==> src/rtl/xrv_pkg.sv <==
// Shared RV32 definitions for the execute units and the decode stage.
package xrv_pkg;

  localparam int unsigned XLEN = 32;

  // Multiply group selector, encoded as funct3[1:0].
  typedef enum logic [1:0] {
    MUL_LO  = 2'd0,  // MUL    low half
    MUL_HSS = 2'd1,  // MULH   signed x signed, high half
    MUL_HSU = 2'd2,  // MULHSU signed x unsigned, high half
    MUL_HUU = 2'd3   // MULHU  unsigned x unsigned, high half
  } mul_op_e;

endpackage

==> src/rtl/xrv_mul.sv <==
// Iterative radix-2 shift-add multiplier for the RV32M multiply group.
// Operands are reduced to magnitudes on issue, multiplied unsigned over 32
// iterations, and the sign is restored by a 64-bit negate on the output.
module xrv_mul
  import xrv_pkg::*;
(
  input  logic            clk,
  input  logic            rstb,
  input  logic [XLEN-1:0] multiplicand,
  input  logic [XLEN-1:0] multiplier,
  input  logic [1:0]      optype,
  input  logic            valid,
  output logic            busy,
  output logic [XLEN-1:0] result,
  output logic            result_valid
);

  mul_op_e         op_in;
  logic            rs1_neg;
  logic            rs2_neg;
  logic [XLEN-1:0] rs1_abs;
  logic [XLEN-1:0] rs2_abs;

  logic [XLEN-1:0] mcand_reg;
  logic [XLEN-1:0] mplier_reg;
  logic [64:0]     prod;
  logic            sign_reg;
  mul_op_e         op_reg;
  logic [4:0]      cnt;

  logic [32:0]     upper_next;
  logic [63:0]     p64;

  assign op_in = mul_op_e'(optype);

  // Operand magnitudes; only signed operands with the sign bit set are negated.
  // |0x80000000| stays 0x80000000, which is exactly 2^31 read as unsigned.
  always_comb begin
    rs1_neg = (op_in != MUL_HUU) && multiplicand[XLEN-1];
    rs2_neg = ((op_in == MUL_LO) || (op_in == MUL_HSS)) && multiplier[XLEN-1];
    rs1_abs = rs1_neg ? (~multiplicand + 32'd1) : multiplicand;
    rs2_abs = rs2_neg ? (~multiplier + 32'd1) : multiplier;
  end

  // Conditional add of the multiplicand into the upper 33 bits of the product.
  always_comb begin
    upper_next = prod[64:32];
    if (mplier_reg[0]) begin
      upper_next = prod[64:32] + {1'b0, mcand_reg};
    end
  end

  // Sign correction and half selection of the final product.
  always_comb begin
    p64    = sign_reg ? (~prod[63:0] + 64'd1) : prod[63:0];
    result = (op_reg == MUL_LO) ? p64[31:0] : p64[63:32];
  end

  // Issue, iteration and completion control plus the shifting datapath.
  always_ff @(posedge clk or negedge rstb) begin
    if (!rstb) begin
      mcand_reg    <= '0;
      mplier_reg   <= '0;
      prod         <= '0;
      sign_reg     <= 1'b0;
      op_reg       <= MUL_LO;
      cnt          <= '0;
      busy         <= 1'b0;
      result_valid <= 1'b0;
    end else begin
      result_valid <= 1'b0;
      if (valid) begin
        // A new issue always wins, silently aborting any operation in flight.
        mcand_reg  <= rs1_abs;
        mplier_reg <= rs2_abs;
        prod       <= '0;
        sign_reg   <= rs1_neg ^ rs2_neg;
        op_reg     <= op_in;
        cnt        <= '0;
        busy       <= 1'b1;
      end else if (busy) begin
        // Shift {prod, mplier_reg} right by one after the conditional add.
        prod       <= {1'b0, upper_next, prod[31:1]};
        mplier_reg <= {prod[0], mplier_reg[31:1]};
        cnt        <= cnt + 5'd1;
        if (cnt == 5'd31) begin
          busy         <= 1'b0;
          result_valid <= 1'b1;
        end
      end
    end
  end

endmodule

==> config.mk <==
export PLATFORM = sky130hd
export DESIGN_NAME = xrv_mul
export DESIGN_NICKNAME = d
export VERILOG_FILES = /design/src/rtl/xrv_pkg.sv /design/src/rtl/xrv_mul.sv
export SDC_FILE = /design/constraint.sdc
export NUM_CORES = 1
export LEC_CHECK = 0
export CAP_MARGIN = 20
export CORE_MARGIN = 10
export CORE_UTILIZATION = 53
export DETAILED_ROUTE_END_ITERATION = 8
export PLACE_DENSITY = 0.78
export SLEW_MARGIN = 10
export SYNTH_ARGS = -nofsm -noshare
export SYNTH_HDL_FRONTEND = slang
export SYNTH_SLANG_ARGS = --single-unit
==> constraint.sdc <==
create_clock -name clk -period 4.3 [get_ports clk]
set_input_delay 1.29 -clock clk [delete_from_list [all_inputs] [get_ports clk]]
set_output_delay 1.29 -clock clk [all_outputs]
set_load 0.03 [all_outputs]
==> results of run 1 <==
-- how the worst max path moves through the flow --
stage | to | slack (ps) | cells after the start | start
global route | result[29] | -510 | 9 | prod[42]
floorplan | result[24] | 7 | 9 | prod[21]
global placement | result[29] | 4 | 9 | prod[42]
CTS | result[29] | -390 | 9 | prod[42]
detailed placement | result[15] | -70 | 9 | prod[21]
finish | result[29] | -420 | 9 | prod[42]
-- layout by cell type (no fill, tap or decap), drive strengths merged, types with 20 or more instances in the layout --
master / Yosys / layout
nor2: 157 / 157
dfrtp: 138 / 138
a21oi: 118 / 118
nand2: 115 / 115
buf: 15 / 113
o21ai: 103 / 103
mux2i: 87 / 87
xnor2: 76 / 76
xor2: 73 / 73
clkdlybuf4s50: 0 / 68
ha: 37 / 37
inv: 25 / 33
a211oi: 23 / 23
o31ai: 23 / 23
nand3: 20 / 20
-- per-layer routing --
layer	up-vias	track usage (%)	share of wire [%]
met5	-	0	0
met4	0	6.99	1.9
met3	51	3.69	6.4
met2	366	34.9	46
met1	4703	31.0	45
li1	4822	-	-
-- cells by family (layout without fill, tap and decap cells) --
family / count (synthesis) / in the layout
and+or+nand+nor: 420 / 420
AOI/OAI and AO/OA: 348 / 348
muxes: 90 / 90
buffers and inverters: 100 / 238
xor gates and xnor gates: 149 / 149
adders and majority gates: 38 / 38
DFF: 138 / 138
-- tightest hold or removal path, cell delays in order (launching register included) --
cell and delay, ps:
dfrtp_1 360, mux2i_1 70, nor2_1 70
-- what timing repair did --
action,4_1_cts,5_1_grt
pin swaps,24,22
setup buffers,11,7
endpoints found under the setup margin,32,32
resized for setup,59,45
-- stage by stage --
stage	util, %	cells	hold WS (ps)	setup WS [ps]
2_1_floorplan	-	1283	487	7.47
3_3_place_gp	61.7	1637	509	4.48
3_5_place_dp	61.7	1637	523	-74.6
4_1_cts	66.7	1680	541	-394
5_1_grt	68.0	1686	570	-510
6_report	68.0	1686	538	-420
-- power breakdown --
part | internal [mW] | total, mW | switching, mW
clock network | 0.959 | 1.56 | 0.603
logic | 1.61 | 3.92 | 2.30
registers | 1.49 | 1.70 | 0.215
-- cell type report --
cell class                      instances  area, um^2
Multi-Input combinational cell       1045        7160
Fill cell                            1576        6250
Sequential cell                       138        3460
Timing Repair Buffer                  181        1610
Clock buffer                           19         453
Tap cell                              265         332
Clock inverter                         13         176
Inverter                               25        93.8
==> flow_summary_export.csv, run 1 <==
group,metric,value,unit
run_status,status,"finished with violations",
run_status,violations,"setup timing",
clock_network,clk_pin_slew_worst_paths,60,ps
detailed_routing,drt_iter0_markers,834,
synth,synthSimpleGateAreaFrac,18.6,%
placed_design,portBuffers,102,
synth,synth_seq_cells,138,
synth,synth_compound_area_share,19.7,%
detailed_routing,wl,30000,um
synth,synth_most_common_cell,"nor2_1",
die,io_pins,103,
timing,rsz0062_at_grt,"yes",
synth,seq_area_frac_synth,32.7,%
timing,setup-violations-final,32,
synth,synthCells,1283,
clock_network,cts.sinks,138,
global_routing,grt_max_degree,95,
min_path,min_to,"cnt[4]",
min_path,whs_path_depth,2,
critical_path,path_cells,"or3_4 -> or3_4 -> or4_4 -> or4_4 -> or2_4 -> nor3_4 -> nor4b_2 -> a311o_2 -> buf_6",
die,die_x,161,um
cells_and_area,drive_gt1_share,15.6,%
clock_network,cts_buffers,17,
timing,finalHoldViolCount,0,
global_routing,grt_pass1_wl,48400,um
cells_and_area,final_area,13300,um^2
min_path,hold_path.class,"reg2reg",
cells_and_area,fin_nets,1515,
synth,synth_fp_nets,1390,
timing,clock.fmax,212,MHz
timing,skew,10.2,ps
placed_design,placed_area,12000,um^2
cells_and_area,area_growth,25.7,%
critical_path,critPathMaxStageDelay,510,ps
detailed_routing,avgRoutedWirePerCell,17.8,um
synth,yosysTopAreaCellShare,32.7,%
power_and_ir_drop,total_power,7.18,mW
detailed_routing,post_drt_via_cell_ratio,5.90,
die,dieArea,26000,um^2
clock_network,h-tree-depth,4,
placed_design,gp_congestion,0.952,
clock_network,clockBufferDepth,2,
critical_path,r2r-end,"prod[59]",
timing,worst_pin_slew,1050,ps
synth,synth_top_family_by_area,"compound AO/OA/AOI/OAI gates",
power_and_ir_drop,ir_drop,0.309,mV
run,cap_violations,0,
critical_path,path_class,"reg2out",
timing,period_needed,4720,ps
critical_path,r2r_slack,1060,ps
synth,synth_cell_types,59,
timing,tns,-6950,ps
clock_network,cts_root_buf,"clkbuf_16",
critical_path,crit_family,"simple AND/OR/NAND/NOR gates",
synth,synth_mux_area_share,8.56,%
die,fp.dieH,161,um
synth,synth_top_area_cell,"dfrtp_1",
placed_design,place_hpwl,21500,um
synth,netlist_area,10600,um^2
timing,finalWorstSetupSlack,-420,ps
detailed_routing,dr_total_vias,9942,
global_routing,grt_pass1_vias,9553,
critical_path,crit_buf_inv,1,
critical_path,ff2ff_path_depth,12,
synth,synth_ff_type,"dfrtp_1",
global_routing,grt_usage,22.3,%
critical_path,endpoint_kind,"output port",
cells_and_area,antennaDiodeCount,0,
timing,max-slew-margin-rel,30.1,%
synth,avgSynthCellArea,8.24,um^2
die,core_area,19500,um^2
synth,yosys_warnings,0,
clock_network,clock_latency,430,ps
cells_and_area,largest_reg_flops,64,
clock_network,cts_tree,"built",
die,start_util,54.1,%
synth,ys_top_cells_by_count,"nor2_1 (156), dfrtp_1 (138), a21oi_1 (118)",
power_and_ir_drop,p_leak,6.20,nW
min_path,min_from,"cnt[4]",
critical_path,worst_setup_path_start_kind,"flop",
detailed_routing,route.detailed.drc,0,
critical_path,slowest_stage,"or4_4",
detailed_routing,drtPass1Iterations,5,
critical_path,crit_required,3010,ps
critical_path,arrival,3430,ps
synth,synth-xor-area-share,12.4,%
critical_path,worstReg2RegStart,"prod[32]",
power_and_ir_drop,cellPowerDensity,541,nW/um^2
critical_path,crit_fanout,3,
synth,async_flop_share,100,%
die,row_count,51,
global_routing,antenna_found_initial,0,
clock_network,cts_hold_buf,0,
global_routing,grt-ovfl-total,0,
synth,yosys-top-cells-area,"dfrtp_1 (33%), mux2i_1 (8.2%), xnor2_1 (6.3%)",
synth,synthAdderAreaFrac,4.57,%
timing,slew_violations,0,
synth,synth_edf_count,0,
detailed_routing,detail-route-antenna-nets,0,
timing,period_share,110,%
(Power assumes the default switching activity.)
==> run 2, diff against run 1 <==
ABC_CLOCK_PERIOD_IN_PS = 4300   (was not set)
REMOVE_ABC_BUFFERS = 1   (was not set)
==> flow_summary_export.csv, run 2 (synthesis gave the netlist of run 1 again) <==
group,metric,value,unit
placed_design,placed_area,12300,um^2
critical_path,crit_buf_inv,4,
cells_and_area,drive_gt1_share,16.7,%
detailed_routing,drt_iter0_markers,823,
die,io_pins,103,
power_and_ir_drop,p_comb_share,54.9,%
clock_network,cts_root_buf,"clkbuf_16",
timing,finalWorstSetupSlack,-558,ps
timing,period_needed,4860,ps
die,row_count,51,
cells_and_area,layout_common_cells,"nor2_1 (153), dfrtp_1 (137), nand2_1 (109)",
cells_and_area,final_area,13700,um^2
clock_network,clock_latency,420,ps
placed_design,dp_slack,-33.7,ps
clock_network,h-tree-depth,4,
power_and_ir_drop,p_sw_share,42.8,%
critical_path,crit_path_frequent_cell,"buf_4",
timing,slew_violations,0,
critical_path,r2r_slack,850,ps
detailed_routing,wl,32000,um
critical_path,slowest_stage,"or4_4",
global_routing,grt_usage,22.5,%
timing,clock.fmax,206,MHz
die,fp.dieH,161,um
detailed_routing,post_drt_via_cell_ratio,6.04,
global_routing,grt_pass1_wl,48800,um
power_and_ir_drop,ir_drop,0.318,mV
cells_and_area,fill_cells,1505,
die,dieArea,26000,um^2
timing,tns,-9490,ps
power_and_ir_drop,p_clk_share,21.7,%
critical_path,arrival,3570,ps
critical_path,endpoint_kind,"output port",
placed_design,place_hpwl,21300,um
timing,setup-violations-final,32,
die,core_area,19500,um^2
cells_and_area,area_growth,29.4,%
global_routing,grt-ovfl-total,0,
min_path,hold_path.class,"reg2reg",
global_routing,antenna_found_initial,1,
clock_network,clk_pin_slew_worst_paths,60,ps
critical_path,crit_fanout,3,
timing,period_share,113,%
critical_path,critPathMaxStageDelay,580,ps
critical_path,path_cells,"or4_4 -> nor4_4 -> nand4_1 -> buf_4 -> buf_4 -> buf_4 -> or2_4 -> o21ai_1 -> xnor2_1 -> nand2_1 -> o21ai_1 -> buf_12",
critical_path,crit_family,"simple AND/OR/NAND/NOR gates",
detailed_routing,route.detailed.drc,0,
power_and_ir_drop,p_sw,3.26,mW
clock_network,clockBufferDepth,2,
power_and_ir_drop,cellPowerDensity,557,nW/um^2
run,cap_violations,0,
power_and_ir_drop,p_leak,6.27,nW
die,start_util,54.1,%
detailed_routing,detail-route-antenna-nets,0,
global_routing,grt_pass1_vias,9738,
placed_design,gp_congestion,0.938,
run_status,status,"finished with violations",
global_routing,grt_max_degree,115,
die,die_x,161,um
cells_and_area,final_common_cell,"nor2_1",
timing,finalHoldViolCount,0,
cells_and_area,fin_nets,1503,
clock_network,cts_buffers,17,
timing,skew,9.40,ps
timing,worst_pin_slew,1090,ps
clock_network,cts_hold_buf,0,
timing,hold_ws,541,ps
timing,max-slew-margin-rel,27.6,%
placed_design,post-place-cells,1628,
run_status,violations,"setup timing",
cells_and_area,stdcell_count,1674,
power_and_ir_drop,seqPwrFrac,23.4,%
detailed_routing,avgRoutedWirePerCell,19.1,um
detailed_routing,dr_total_vias,10100,
cells_and_area,largest_reg_flops,64,
detailed_routing,drtPass1Iterations,5,
critical_path,path_class,"reg2out",
critical_path,worst_setup_path_start_kind,"flop",
clock_network,cts_tree,"built",
critical_path,crit_required,3010,ps
clock_network,cts.sinks,138,
placed_design,portBuffers,102,
power_and_ir_drop,p_int,4.36,mW
timing,rsz0062_at_grt,"yes",
cells_and_area,antennaDiodeCount,0,
[run 2: power groups by stage]
stage                     combinational (mW)  sequential (mW)  clock [mW]
final                                   4.18             1.78        1.65
after global routing                    4.48             1.80        1.71
after CTS                               3.85             1.73        1.66
after detailed placement                3.59             1.74           0
after global placement                  3.55             1.73           0
after floorplan                         2.20             1.71           0
[run 2: layout make-up]
class	count	area [um^2]	area share (%)
clock buffers	20	447	3.27
clock inverters	12	209	1.53
inverters	25	93.8	0.686
multi-input cells	1045	7340	53.7
flip-flops and latches	138	3460	25.3
well taps	265	332	2.42
repair buffers	169	1800	13.1
[run 2: worst paths after layout]
check	end	cells after the start	start
min in group asynchronous	mplier_reg[19]	1	rstb
max in group asynchronous	prod[37]	2	rstb
min	mcand_reg[24]	2	mcand_reg[24]
min reg2reg	mcand_reg[24]	2	mcand_reg[24]
max	result[28]	12	prod[21]
max reg2reg	prod[50]	10	prod[36]
[run 2: tightest hold or removal path, stage by stage (launching register included)]
cell	delay, ps
dfrtp_1	350
nor2_1	50
a21oi_1	100
[run 2: repair_timing]
item | 4_1_cts | 5_1_grt
setup buffers | 8 | 7
gates resized for setup | 79 | 66
pin swaps | 25 | 33
endpoints found under the setup margin | 32 | 32
[run 2: layer usage]
metal  up-vias  share of wire (%)  routed length, um  global-route usage, %
li1       4781                  -                  -                      -
met1      4865                 44              14000                   29.7
met3        77                6.3               2030                   4.09
met5         -                  0                  0                      0
met4         0                3.2               1020                   9.64
met2       382                 47              15000                   35.5
[run 2: through the flow]
step,power [mW],util [%]
2_1_floorplan,3.91,-
3_3_place_gp,5.28,62.9
3_5_place_dp,5.33,62.9
4_1_cts,7.24,68.2
5_1_grt,7.99,70.1
6_report,7.62,70.1
==> run 3, diff against run 2 <==
CORE_UTILIZATION = 50   (was 53)
PLACE_DENSITY = 0.74   (was 0.78)
SETUP_SLACK_MARGIN = 0.2   (was not set)
==> flow_summary_export.csv, run 3 (synthesis gave the netlist of run 1 again) <==
group,metric,value,unit
die,start_util,50.6,%
critical_path,arrival,3410,ps
die,dieArea,27300,um^2
clock_network,cts.sinks,138,
min_path,whs_path_depth,2,
clock_network,cts_root_buf,"clkbuf_16",
detailed_routing,drtPass1Iterations,5,
detailed_routing,avgRoutedWirePerCell,18.0,um
die,fp.dieH,165,um
cells_and_area,antennaDiodeCount,0,
power_and_ir_drop,p_comb_share,56.6,%
power_and_ir_drop,p_sw_share,42.8,%
cells_and_area,layout_common_cells,"nor2_1 (153), dfrtp_1 (137), nand2_1 (107)",
timing,setup-violations-final,29,
detailed_routing,drt_iter0_markers,821,
power_and_ir_drop,cellPowerDensity,540,nW/um^2
global_routing,grt_pass1_wl,48400,um
placed_design,gp_congestion,0.961,
clock_network,clockBufferDepth,2,
critical_path,crit_required,3010,ps
timing,tns,-6070,ps
timing,skew,7.72,ps
run,cap_violations,0,
critical_path,worst_setup_path_start_kind,"flop",
global_routing,antenna_found_initial,0,
critical_path,endpoint_kind,"output port",
timing,max-slew-margin-rel,33.2,%
detailed_routing,dr_total_vias,9910,
timing,rsz0062_at_grt,"yes",
timing,period_share,109,%
critical_path,crit_fanout,3,
power_and_ir_drop,seqPwrFrac,23.8,%
cells_and_area,fin_nets,1507,
cells_and_area,fin_util,65.4,%
placed_design,place_hpwl,20900,um
clock_network,clock_latency,420,ps
clock_network,h-tree-depth,4,
global_routing,grt-ovfl-total,0,
clock_network,cts_hold_buf,0,
die,core_area,20900,um^2
power_and_ir_drop,ir_drop,0.349,mV
clock_network,clk_pin_slew_worst_paths,60,ps
run_status,violations,"setup timing",
die,die_x,165,um
timing,finalWorstSetupSlack,-404,ps
power_and_ir_drop,p_sw,3.16,mW
detailed_routing,detail-route-antenna-nets,0,
cells_and_area,final_common_cell,"nor2_1",
timing,hold_ws,536,ps
cells_and_area,area_growth,29.3,%
detailed_routing,wl,30300,um
timing,slew_violations,0,
cells_and_area,largest_reg_flops,64,
timing,finalHoldViolCount,0,
placed_design,dp_slack,-20.7,ps
placed_design,post-place-cells,1642,
global_routing,grt_usage,21.7,%
cells_and_area,stdcell_count,1687,
critical_path,r2r_slack,1130,ps
critical_path,ff2ff_path_depth,10,
clock_network,cts_buffers,17,
power_and_ir_drop,p_int,4.22,mW
cells_and_area,drive_gt1_share,17.4,%
global_routing,grt_max_degree,88,
power_and_ir_drop,p_leak,6.26,nW
timing,period_needed,4700,ps
placed_design,portBuffers,102,
run_status,status,"finished with violations",
timing,clock.fmax,213,MHz
min_path,hold_path.class,"reg2reg",
die,io_pins,103,
detailed_routing,post_drt_via_cell_ratio,5.87,
power_and_ir_drop,p_clk_share,19.6,%
global_routing,grt_pass1_vias,9384,
timing,worst_pin_slew,1000,ps
critical_path,path_class,"reg2out",
detailed_routing,route.detailed.drc,0,
clock_network,cts_tree,"built",
die,row_count,53,
==> run 3: changes by cell type in the layout (fill, tap and decap cells not counted), sizes merged <==
cell / change
clkinv: +5
inv: -5
bufinv: -3
buf: +5
clkbuf: -1
clkinvlp: +2
==> run 3: through the flow <==
step | instance area (um^2) | power (mW)
after floorplan | 10300 | 3.91
after global placement | 12300 | 5.28
after detailed placement | 12300 | 5.32
after CTS | 13500 | 7.17
after global routing | 13700 | 7.82
final | 13700 | 7.38
==> run 3: power groups by stage <==
| stage | combinational [mW] | clock (mW) | sequential, mW |
|---|---|---|---|
| finish | 4.18 | 1.45 | 1.76 |
| global placement | 3.56 | 0 | 1.72 |
| CTS | 3.97 | 1.46 | 1.73 |
| global route | 4.52 | 1.52 | 1.78 |
| floorplan | 2.20 | 0 | 1.71 |
| detailed placement | 3.59 | 0 | 1.73 |
==> run 3: worst paths after layout <==
kind	startpoint	endpoint
setup / recovery	prod[40]	result[29]
hold / removal	mcand_reg[26]	mcand_reg[26]
setup reg to reg	prod[36]	prod[62]
hold reg to reg	mcand_reg[26]	mcand_reg[26]
max in group asynchronous	rstb	prod[59]
min in group asynchronous	rstb	mplier_reg[13]
==> run 3: repair_timing <==
item                                    CTS  global route
endpoints found under the setup margin   32            32
resized for setup                       121            29
pin swaps                                45            24
buffers inserted                         10             4
==> run 3: final cells by class <==
cell class / count / area (um^2)
flip-flops and latches: 138 / 3460
fillers: 1653 / 7220
inverters: 25 / 93.8
multi-input cells: 1045 / 7360
well taps: 275 / 344
clock inverters: 11 / 123
repair buffers: 173 / 1840
clock buffers: 20 / 457
==> run 3: critical path, cell delays in order (launching register included) <==
cell and delay [ps]:
dfrtp_1 380, or3_4 390, or3_4 340, or4_4 450
or4_4 520, or2_4 280, nor3_4 130, nor4b_1 70
a311o_1 290, buf_6 140
==> run 3: routing by layer <==
layer  vias up  wire [um]  part of all wire (%)  GRT usage, %
li1       4806          -                     -             -
met4         0        756                   2.5          6.11
met2       339      14200                    47          34.5
met1      4703      13600                    45          29.6
met3        62       1800                   5.9          4.12
met5         -          0                     0             0
==> patch: new RTL, config.mk and constraints of run 3 <==
Put a register stage on the output `result`, cleared by the reset. The value now appears one clock later. The other outputs are not delayed to match.
--- a/src/rtl/xrv_mul.sv
+++ b/src/rtl/xrv_mul.sv
@@ -14,6 +14,8 @@
   output logic [XLEN-1:0] result,
   output logic            result_valid
 );
+
+  logic [XLEN-1:0] result_d;
 
   mul_op_e         op_in;
   logic            rs1_neg;
@@ -53,7 +55,7 @@
   // Sign correction and half selection of the final product.
   always_comb begin
     p64    = sign_reg ? (~prod[63:0] + 64'd1) : prod[63:0];
-    result = (op_reg == MUL_LO) ? p64[31:0] : p64[63:32];
+    result_d = (op_reg == MUL_LO) ? p64[31:0] : p64[63:32];
   end
 
   // Issue, iteration and completion control plus the shifting datapath.
@@ -91,5 +93,13 @@
     end
   end
 
+  always_ff @(posedge clk or negedge rstb) begin
+    if (!rstb) begin
+      result <= '0;
+    end else begin
+      result <= result_d;
+    end
+  end
+
 endmodule
 
Behaviour: not the same (a bounded check fails within 4 cycles, from zero or initial values and one cycle with rstb low).
==> patch against run 3 <==
  * Final area decreased by 1.4%
  * Synthesized cell count rose by 4.1%
  * Worst setup slack better by 1400 ps
  * Power decreased by 11%
  * Maximum frequency up 41%
  * Clock power grew 9.7%
  * Largest power group unchanged
  * Global-route usage fell by 1.2 points
  * Routed wire length is 1.2% lower
  * Die area up 8.6%
  * Sequential cell count rose by 32
  * Synthesized area is 9.8% higher
  * Critical endpoint is now mcand_reg[29]
  * Non-clock buffer count shrank 55
  * Sequential share of layout area increased by 6.3 points
==> patch: results (changes against run 3) <==
metric;value;unit;change
synthArstFlopShare;100;%;unchanged
cts_hold_buf;0;;unchanged
gr-usage-all-layers;20.5;%;-1.2 points
dr.pass1.iters;5;;unchanged
cts_made_buffers;17;;unchanged
largest_reg_flops;64;;unchanged
crit_fanout;6;;+3
place_inst;1661;;+1.2%
cts_resized;0;;-100%
arrival;3630;ps;+220 ps
clk_pin_slew;70;ps;
critical_path.top_delay_family;simple AND/OR/NAND/NOR gates;;
cts_setup_buffers;0;;-10
htree_levels;4;;unchanged
synth_cell_types;65;;+10%
drtIter0Drc;868;;+5.7%
ys_top_cells_by_count;dfrtp_1, nor2_1, a21oi_1;;
crit_slowest_cell;clkdlybuf4s50_1;;
yosysSeqAreaShare;36.7;%;+4.0 points
post_synth.cell_area_avg;8.69;um^2;+5.6%
p_clk_share;24.2;%;+4.6 points
top_register;prod;;
status;finished clean;;
leakage;0.00608;uW;-2.9%
gp_congestion;0.940;;-2.2%
final_nets;1502;;-0.33%
clkLatencyLatePin;430;ps;
synthTopCellsByArea;dfrtp_1, mux2i_1, xor2_1;;
io_buffers;102;;unchanged
cts.path.max_buffers;2;;unchanged
wire_per_inst;17.7;um;-1.6%
dpl_worst_slack;544;ps;+565 ps
grt_pass1_wl;49800;um;+2.9%
vias;10051;;+1.4%
clock_skew;8.09;ps;+0.376 ps
dpl.hpwl;21900;um;+4.8%
worstMarginPinSlew;1020;ps;+17.0 ps
hp-class;flip-flop to flip-flop;;
cts_root_buf;clkbuf_16;;
routed_wirelength;29900;um;-1.2%
comb_power;2790;uW;-33%
max_stage_delay;490;ps;-30 ps
p_sw_share;40.1;%;-2.7 points
layout-drive-gt1-share;5.68;%;-12 points
ir_worst_vdd;262;uV;-25%
yosys_most_used_dff;dfrtp_1;;
antenna_cells;0;;unchanged
grt_start_max_net_pins;149;;+69%
## patch: cell count changes after synthesis, sizes merged, moves of 7 or more
cell,change
a311oi,+7
dfrtp,+32
mux2i,-8
nand2,-18
nand2b,+10
nand4,+8
nor2,+11
nor3,+9
nor4,+8
o22ai,-10
o31ai,+7
xnor2,-24
xor2,+10
## patch: cell families after synthesis
family | after synthesis | share of synthesized area (%)
XOR/XNOR | 135 | 10.2
AO/OA/AOI/OAI | 351 | 18.9
buffers and inverters | 96 | 3.12
AND/OR/NAND/NOR | 459 | 19.4
adder cells (fa/ha/maj) | 38 | 4.16
multiplexers | 86 | 7.49
flip-flops | 170 | 36.7
## patch: cell type report
type	count	area [um^2]
well taps	285	357
fillers	2021	9240
repair buffers	118	1180
clock buffers	19	453
inverters	19	71.3
flip-flops and latches	170	4260
multi-input cells	1069	6990
clock inverters	13	156
## patch: final timing paths
| path | from | endpoint | slack [ps] | depth (start not counted) |
|---|---|---|---|---|
| worst max-delay path | multiplicand[10] | mcand_reg[29] | 970 | 8 |
| worst min-delay path | mcand_reg[23] | mcand_reg[23] | 540 | 2 |
| worst max register to register | prod[0] | result[22] | 990 | 9 |
| worst min register to register | mcand_reg[23] | mcand_reg[23] | 540 | 2 |
| max in group asynchronous | rstb | mcand_reg[31] | 2630 | 2 |
| min in group asynchronous | rstb | result_valid | 920 | 1 |
## patch: routing by layer
layer  global-route usage [%]  part of all wire, %  up-vias
met5                        0                    0        -
met4                     7.65                  2.7        0
met3                     3.40                  4.5       51
met2                     34.1                   48      264
met1                     26.2                   45     4799
li1                         -                    -     4937
## patch: stage by stage
step	area [um^2]	hold slack [ps]	total power, uW
final	13500	539	6590
after floorplan	11300	487	4040
after global routing	13500	571	7010
after global placement	12900	511	4960
after detailed placement	12900	528	5000
after CTS	13500	545	6610
